### src/rtl/mips_fetch_stage_if.sv
// Instruction-memory fetch bus between the fetch stage (master) and instruction memory (slave).
// The memory accepts a request and returns its word in the same cycle that imem_ready is high.
interface mips_fetch_stage_if;
  logic        imem_req;
  logic [31:0] imem_addr;
  logic [31:0] imem_rdata;
  logic        imem_ready;

  modport master (
    output imem_req,
    output imem_addr,
    input  imem_rdata,
    input  imem_ready
  );

  modport slave (
    input  imem_req,
    input  imem_addr,
    output imem_rdata,
    output imem_ready
  );
endinterface

### src/rtl/mips_fetch_stage.sv
// MIPS instruction-fetch stage with IF/ID register, one-entry skid buffer and redirects.
// Optional fetch/bubble performance counters are enabled by defining IF_PERF_CNT_EN.
module mips_fetch_stage #(
  parameter logic [31:0] RESET_PC   = 32'h0000_0000,
  parameter logic [31:0] EXC_VECTOR = 32'h0000_0180
) (
  input  logic                      clk,
  input  logic                      rst_n,
  mips_fetch_stage_if.master        imem_bus,
  input  logic                      stall,
  input  logic                      jump,
  input  logic [31:0]               jump_target,
  input  logic                      branch_taken,
  input  logic [31:0]               branch_target,
  input  logic                      exception,
  output logic                      id_valid,
  output logic [31:0]               id_instr,
  output logic [31:0]               id_pc_plus4,
  output logic [5:0]                Op_code,
  output logic [4:0]                Rs,
  output logic [4:0]                Rt,
  output logic [4:0]                Shamt,
  output logic [5:0]                Funct,
  output logic [31:0]               epc
`ifdef IF_PERF_CNT_EN
  ,
  output logic [31:0]               fetch_cnt,
  output logic [31:0]               bubble_cnt
`endif
);

  typedef enum logic [1:0] {StBoot, StFetch, StBuf} state_e;

  state_e      state_q, state_d;
  logic [31:0] pc_q, pc_d;
  logic        id_valid_q, id_valid_d;
  logic [31:0] id_instr_q, id_instr_d;
  logic [31:0] id_pc4_q, id_pc4_d;
  logic [31:0] buf_instr_q, buf_instr_d;
  logic [31:0] buf_pc4_q, buf_pc4_d;
  logic [31:0] epc_q, epc_d;

  logic        exc_taken;
  logic        redirect;
  logic [31:0] pc_plus4;

  // A bubble in IF/ID decodes as illegal downstream, so its exception must be ignored.
  assign exc_taken = exception & id_valid_q;
  assign redirect  = exc_taken | branch_taken | jump;
  assign pc_plus4  = pc_q + 32'd4;

  always_comb begin
    state_d     = state_q;
    pc_d        = pc_q;
    id_valid_d  = id_valid_q;
    id_instr_d  = id_instr_q;
    id_pc4_d    = id_pc4_q;
    buf_instr_d = buf_instr_q;
    buf_pc4_d   = buf_pc4_q;
    epc_d       = epc_q;

    if (redirect) begin
      if (exc_taken) begin
        pc_d  = {EXC_VECTOR[31:2], 2'b00};
        epc_d = id_pc4_q - 32'd4;
      end else if (branch_taken) begin
        pc_d = {branch_target[31:2], 2'b00};
      end else begin
        pc_d = {jump_target[31:2], 2'b00};
      end
      id_valid_d  = 1'b0;
      id_instr_d  = 32'h0;
      id_pc4_d    = 32'h0;
      buf_instr_d = 32'h0;
      buf_pc4_d   = 32'h0;
      state_d     = StFetch;
    end else begin
      unique case (state_q)
        StBoot: begin
          state_d = StFetch;
        end
        StFetch: begin
          if (imem_bus.imem_ready) begin
            pc_d = pc_plus4;
            if (stall) begin
              buf_instr_d = imem_bus.imem_rdata;
              buf_pc4_d   = pc_plus4;
              state_d     = StBuf;
            end else begin
              id_valid_d = 1'b1;
              id_instr_d = imem_bus.imem_rdata;
              id_pc4_d   = pc_plus4;
            end
          end else if (!stall) begin
            id_valid_d = 1'b0;
            id_instr_d = 32'h0;
            id_pc4_d   = 32'h0;
          end
        end
        StBuf: begin
          if (!stall) begin
            id_valid_d  = 1'b1;
            id_instr_d  = buf_instr_q;
            id_pc4_d    = buf_pc4_q;
            buf_instr_d = 32'h0;
            buf_pc4_d   = 32'h0;
            state_d     = StFetch;
          end
        end
        default: begin
          state_d = StBoot;
        end
      endcase
    end
  end

  always_ff @(posedge clk or negedge rst_n) begin
    if (!rst_n) begin
      state_q     <= StBoot;
      pc_q        <= {RESET_PC[31:2], 2'b00};
      id_valid_q  <= 1'b0;
      id_instr_q  <= 32'h0;
      id_pc4_q    <= 32'h0;
      buf_instr_q <= 32'h0;
      buf_pc4_q   <= 32'h0;
      epc_q       <= 32'h0;
    end else begin
      state_q     <= state_d;
      pc_q        <= pc_d;
      id_valid_q  <= id_valid_d;
      id_instr_q  <= id_instr_d;
      id_pc4_q    <= id_pc4_d;
      buf_instr_q <= buf_instr_d;
      buf_pc4_q   <= buf_pc4_d;
      epc_q       <= epc_d;
    end
  end

  assign imem_bus.imem_req  = (state_q == StFetch);
  assign imem_bus.imem_addr = {pc_q[31:2], 2'b00};

  assign id_valid    = id_valid_q;
  assign id_instr    = id_instr_q;
  assign id_pc_plus4 = id_pc4_q;
  assign epc         = epc_q;

  assign Op_code = id_instr_q[31:26];
  assign Rs      = id_instr_q[25:21];
  assign Rt      = id_instr_q[20:16];
  assign Shamt   = id_instr_q[10:6];
  assign Funct   = id_instr_q[5:0];

`ifdef IF_PERF_CNT_EN
  logic        load_valid;
  logic        load_bubble;
  logic [31:0] fetch_cnt_q, fetch_cnt_d;
  logic [31:0] bubble_cnt_q, bubble_cnt_d;

  always_comb begin
    load_valid   = !redirect && !stall &&
                   (((state_q == StFetch) && imem_bus.imem_ready) || (state_q == StBuf));
    load_bubble  = redirect ||
                   ((state_q == StFetch) && !imem_bus.imem_ready && !stall);
    fetch_cnt_d  = fetch_cnt_q + {31'b0, load_valid};
    bubble_cnt_d = bubble_cnt_q + {31'b0, load_bubble};
  end

  always_ff @(posedge clk or negedge rst_n) begin
    if (!rst_n) begin
      fetch_cnt_q  <= 32'h0;
      bubble_cnt_q <= 32'h0;
    end else begin
      fetch_cnt_q  <= fetch_cnt_d;
      bubble_cnt_q <= bubble_cnt_d;
    end
  end

  assign fetch_cnt  = fetch_cnt_q;
  assign bubble_cnt = bubble_cnt_q;
`endif

endmodule
### src/flat_wrapper.sv
// flat-port wrapper written by rule: the top's interface ports become plain ports
module mips_fetch_stage_flat 
#(
  parameter logic [31:0] RESET_PC   = 32'h0000_0000,
  parameter logic [31:0] EXC_VECTOR = 32'h0000_0180
)
  (clk, rst_n, stall, jump, jump_target, branch_taken, branch_target, exception, id_valid, id_instr, id_pc_plus4, Op_code, Rs, Rt, Shamt, Funct, epc, imem_bus_imem_req, imem_bus_imem_addr, imem_bus_imem_rdata, imem_bus_imem_ready);
  mips_fetch_stage_if imem_bus_i ();
  input  logic clk;
  input  logic rst_n;
  input  logic stall;
  input  logic jump;
  input  logic [31:0] jump_target;
  input  logic branch_taken;
  input  logic [31:0] branch_target;
  input  logic exception;
  output logic id_valid;
  output logic [31:0] id_instr;
  output logic [31:0] id_pc_plus4;
  output logic [5:0] Op_code;
  output logic [4:0] Rs;
  output logic [4:0] Rt;
  output logic [4:0] Shamt;
  output logic [5:0] Funct;
  output logic [31:0] epc;
  output wire logic [$bits(imem_bus_i.imem_req)-1:0] imem_bus_imem_req;
  output wire logic [$bits(imem_bus_i.imem_addr)-1:0] imem_bus_imem_addr;
  input wire logic [$bits(imem_bus_i.imem_rdata)-1:0] imem_bus_imem_rdata;
  input wire logic [$bits(imem_bus_i.imem_ready)-1:0] imem_bus_imem_ready;
  assign imem_bus_imem_req = imem_bus_i.imem_req;
  assign imem_bus_imem_addr = imem_bus_i.imem_addr;
  assign imem_bus_i.imem_rdata = imem_bus_imem_rdata;
  assign imem_bus_i.imem_ready = imem_bus_imem_ready;
  mips_fetch_stage #(.RESET_PC(RESET_PC), .EXC_VECTOR(EXC_VECTOR)) u_core (.clk(clk), .rst_n(rst_n), .imem_bus(imem_bus_i), .stall(stall), .jump(jump), .jump_target(jump_target), .branch_taken(branch_taken), .branch_target(branch_target), .exception(exception), .id_valid(id_valid), .id_instr(id_instr), .id_pc_plus4(id_pc_plus4), .Op_code(Op_code), .Rs(Rs), .Rt(Rt), .Shamt(Shamt), .Funct(Funct), .epc(epc));
endmodule
### config.mk
export PLATFORM = sky130hd
export DESIGN_NAME = mips_fetch_stage_flat
export DESIGN_NICKNAME = d
export VERILOG_FILES = /design/src/rtl/mips_fetch_stage_if.sv /design/src/rtl/mips_fetch_stage.sv /design/src/flat_wrapper.sv
export SDC_FILE = /design/constraint.sdc
export NUM_CORES = 1
export LEC_CHECK = 0
export ABC_AREA = 0
export ABC_CLOCK_PERIOD_IN_PS = 4100
export BUFFER_PORTS_ARGS = -buffer_cell sky130_fd_sc_hd__buf_2
export CAP_MARGIN = 15
export CORE_MARGIN = 2
export CORE_UTILIZATION = 58
export DETAILED_ROUTE_END_ITERATION = 10
export GPL_TIMING_DRIVEN = 0
export PLACE_DENSITY = 0.87
export SYNTH_ARGS = -nofsm -noshare
export SYNTH_HDL_FRONTEND = slang
export SYNTH_SLANG_ARGS = --single-unit
export TNS_END_PERCENT = 20
### constraint.sdc
create_clock -name clk -period 4.1 [get_ports clk]
set_input_delay 0 -clock clk [delete_from_list [all_inputs] [get_ports clk]]
set_output_delay 0 -clock clk [all_outputs]
set_load 0.01 [all_outputs]
==> results.json <==
{
  "place_congestion": 0.958,
  "ioPinCount": 260,
  "stdcell_count": 1713,
  "irDropWorstVdd_uv": 315,
  "postCtsResizedCells": 0,
  "cap_violations": 0,
  "hold_violations": 5,
  "drt_iter0_markers": 1442,
  "grt_usage_pct": 36.0,
  "final.min_clock_period_ps": 2970,
  "grt_max_degree": 113,
  "core_mm2": 0.0172,
  "clock_latency_ps": 450,
  "grt.overflow.total": 0,
  "synth_edf_count": 0,
  "routed_wl_um": 33100,
  "slew_headroom_pct": 34.6,
  "dieWidth_um": 136,
  "grt_pass1_wl_um": 51600,
  "die_area_mm2": 0.0185,
  "viasPerCell": 6.18,
  "antenna_found_initial": 1,
  "violations": "hold timing",
  "ys_seq_area_share_pct": 47.0,
  "slew_viol_final": 0,
  "swShare_pct": 32.6,
  "rsz0062_at_grt": "no",
  "dpl.cell_count": 1617,
  "synth.top_cells.by_area": "dfrtp_1 (47%), nand2_1 (7.2%), a21oi_1 (5.0%)",
  "num_rows": 48,
  "p_per_area_mw_per_mm2": 383,
  "cts_max_level": 4,
  "status": "finished, violations left",
  "clkSlewWorstSetupHoldPaths_ps": 70,
  "die_y_um": 136,
  "clkPwrFrac_pct": 32.6,
  "pre_cts_ws_ps": 1280,
  "initial_core_util_pct": 58.8,
  "syn_avg_cell_area_um2": 8.87,
  "cts-root-buf": "clkbuf_16",
  "cts.sinks": 190,
  "whs_ps": -6.94,
  "clockBufferDepth": 2,
  "power.switching_mw": 1.61,
  "final_util_pct": 75.0,
  "fin_skew_ps": 11.1,
  "syn-cell-area_mm2": 0.0101,
  "drive_gt1_share_pct": 23.7,
  "worstHoldPathType": "in -> reg",
  "antenna_left": 0,
  "async_reset_ff_share_pct": 100,
  "syn_to_final_growth_pct": 27.4,
  "first_pass_iters": 7,
  "yosys.area.top_type": "dfrtp_1",
  "power_leakage_nw": 6.23,
  "port_buffers": 251,
  "fin_nets": 1579,
  "setup_viol": 0,
  "path_cells": "clkbuf_1, nor2b_1, o21bai_1, clkbuf_1, buf_1, a21oi_1, nor2_1",
  "seqPwrFrac_pct": 44.8,
  "cp_slowest_cell": "o21bai_1",
  "cpMostUsedCell": "clkbuf_1",
  "final.setup.worst_slack_ps": 1130,
  "ys_ff_latch": 190,
  "syn-instance-count": 1139,
  "arrival_ps": 3340,
  "yosys_most_used_dff": "dfrtp_1",
  "cts_tree": "built",
  "critical_path_required_ps": 4480,
  "post-route-period-util_pct": 72.3,
  "grt_pass1_vias": 10000,
  "numCtsBuffers": 17,
  "dp_hpwl_um": 22100,
  "worstSetupPathType": "reg -> reg",
  "critical_path_peak_fanout": 10,
  "via_count": 10600,
  "worstSetupStartpointType": "register",
  "tightest_slew_ps": 980,
  "comb_power_share_pct": 22.6,
  "slowest_delay_ps": 780,
  "drc": 0,
  "synth_cell_types": 67,
  "wl_per_cell_um": 19.3,
  "intPower_mw": 3.32,
  "synth_warnings": 0,
  "fmax_mhz": 337,
  "synth_top_area_share_pct": 47.0,
  "worstSetupEndpointType": "register",
  "power_mw": 4.93
}
kinds of logic after synthesis:
group,count (synthesis),share of synthesized area (%)
buffers and inverters,127,6.07
AOI/OAI and AO/OA,288,17.4
muxes,24,2.48
other,1,0.0371
and+or+nand+nor,449,21.7
xor gates and xnor gates,58,5.03
adders and majority gates,2,0.248
DFF,190,47.0
sequential cells by signal, summed over array words and instances (netlist names):
register            count
u_core.epc             31
u_core.id_instr        32
u_core.id_pc_plus4     31
u_core.buf_instr_q     32
u_core.pc_q            30
u_core.id_valid         1
u_core.state_q          2
u_core.buf_pc4_q       31
worst max-delay path, delay by kind of cell (launching register included):
| kind | cells | cell delay (ps) |
|---|---|---|
| flip-flops | 1 | 400 |
| AO/OA/AOI/OAI | 2 | 960 |
| buffers and inverters | 3 | 1170 |
| AND/OR/NAND/NOR | 2 | 360 |
final timing paths:
kind | slack (ps) | cells past startpoint | start | endpoint
min in group asynchronous | 160 | 2 | rst_n | u_core.pc_q[12]
worst max register to register | 1130 | 7 | u_core.state_q[1] | u_core.id_instr[18]
worst min-delay path | -7 | 4 | jump_target[25] | u_core.pc_q[25]
worst max-delay path | 1130 | 7 | u_core.state_q[1] | u_core.id_instr[18]
max in group asynchronous | 2970 | 3 | rst_n | u_core.buf_instr_q[24]
worst min register to register | 470 | 2 | u_core.buf_instr_q[11] | u_core.buf_instr_q[11]
metal layers:
layer	up-vias	wire (µm)	global-route usage, %
met4	0	1450	17.2
li1	4665	-	-
met2	775	15500	56.6
met3	158	3480	8.54
met5	-	0	0
met1	4986	12700	47.1
power by group through the flow:
stage / Sequential [mW] / Clock [mW] / Combinational [mW]
3_5_place_dp: 2.24 / 0 / 1.03
6_report: 2.21 / 1.61 / 1.11
3_3_place_gp: 2.23 / 0 / 0.992
2_1_floorplan: 2.29 / 0 / 0.540
4_1_cts: 2.20 / 1.59 / 1.09
5_1_grt: 2.23 / 1.67 / 1.21
synthesized netlist by cell type, types with 3 or more instances:
| library cell | number |
|---|---|
| xnor2_1 | 48 |
| nand3_1 | 79 |
| a22o_1 | 9 |
| inv_1 | 13 |
| o22ai_1 | 19 |
| clkbuf_1 | 64 |
| nand2_1 | 193 |
| o21ai_0 | 36 |
| nor4_1 | 9 |
| mux2_2 | 8 |
| nor4_4 | 4 |
| o21a_1 | 8 |
| and2_1 | 4 |
| nor3_2 | 3 |
| buf_2 | 7 |
| nand4_1 | 11 |
| nand3b_1 | 6 |
| nand2b_1 | 10 |
| or3_1 | 7 |
| nor4_2 | 5 |
| nor4b_2 | 3 |
| a2bb2oi_1 | 3 |
| buf_4 | 32 |
| buf_1 | 10 |
| o21ai_1 | 33 |
| dfrtp_1 | 190 |
| nor2_1 | 79 |
| a21o_1 | 3 |
| a32oi_1 | 5 |
| a22oi_1 | 12 |
| nor3_1 | 13 |
| mux2i_1 | 16 |
| o22a_1 | 9 |
| a211oi_1 | 7 |
| a31oi_1 | 14 |
| nor2b_1 | 4 |
| xor2_1 | 10 |
| o2bb2a_1 | 5 |
| o31ai_1 | 11 |
| a21oi_1 | 101 |
cell type report:
class | instances | area, µm²
antenna | 1 | 2.50
buffer | 114 | 564
clock buffer | 18 | 429
clock inverter | 14 | 126
fill | 1173 | 4300
inverter | 13 | 48.8
multi-input combinational | 823 | 4740
sequential | 190 | 4750
tap | 225 | 282
timing repair buffer | 315 | 1920
metrics by stage:
stage	instance area, µm²	setup TNS (ps)	hold slack, ps
2_1_floorplan	10100	0	-296
3_3_place_gp	11600	-3720	218
3_5_place_dp	11700	0	32.3
4_1_cts	12900	0	1.50
5_1_grt	12900	0	15.1
6_report	12900	0	-6.94
layout by cell type, fill, tap and decap left out, types with 16 or more instances in the layout:
master	Yosys	routed
nor2_1	79	79
nand2_1	193	193
clkbuf_1	64	65
a21oi_1	101	101
dfrtp_1	190	190
xnor2_1	48	48
o22ai_1	19	19
clkbuf_16	0	17
buf_2	7	257
mux2i_1	16	16
o21ai_0	36	36
dlygate4sd3_1	0	63
o21ai_1	33	33
nand3_1	79	79
buf_4	32	32
repair_timing:
action,4_1_cts,5_1_grt
setup buffers,0,0
endpoints found under the hold margin,149,0
hold buffers,63,0
No activity file was read; power rests on OpenSTA's default activity.
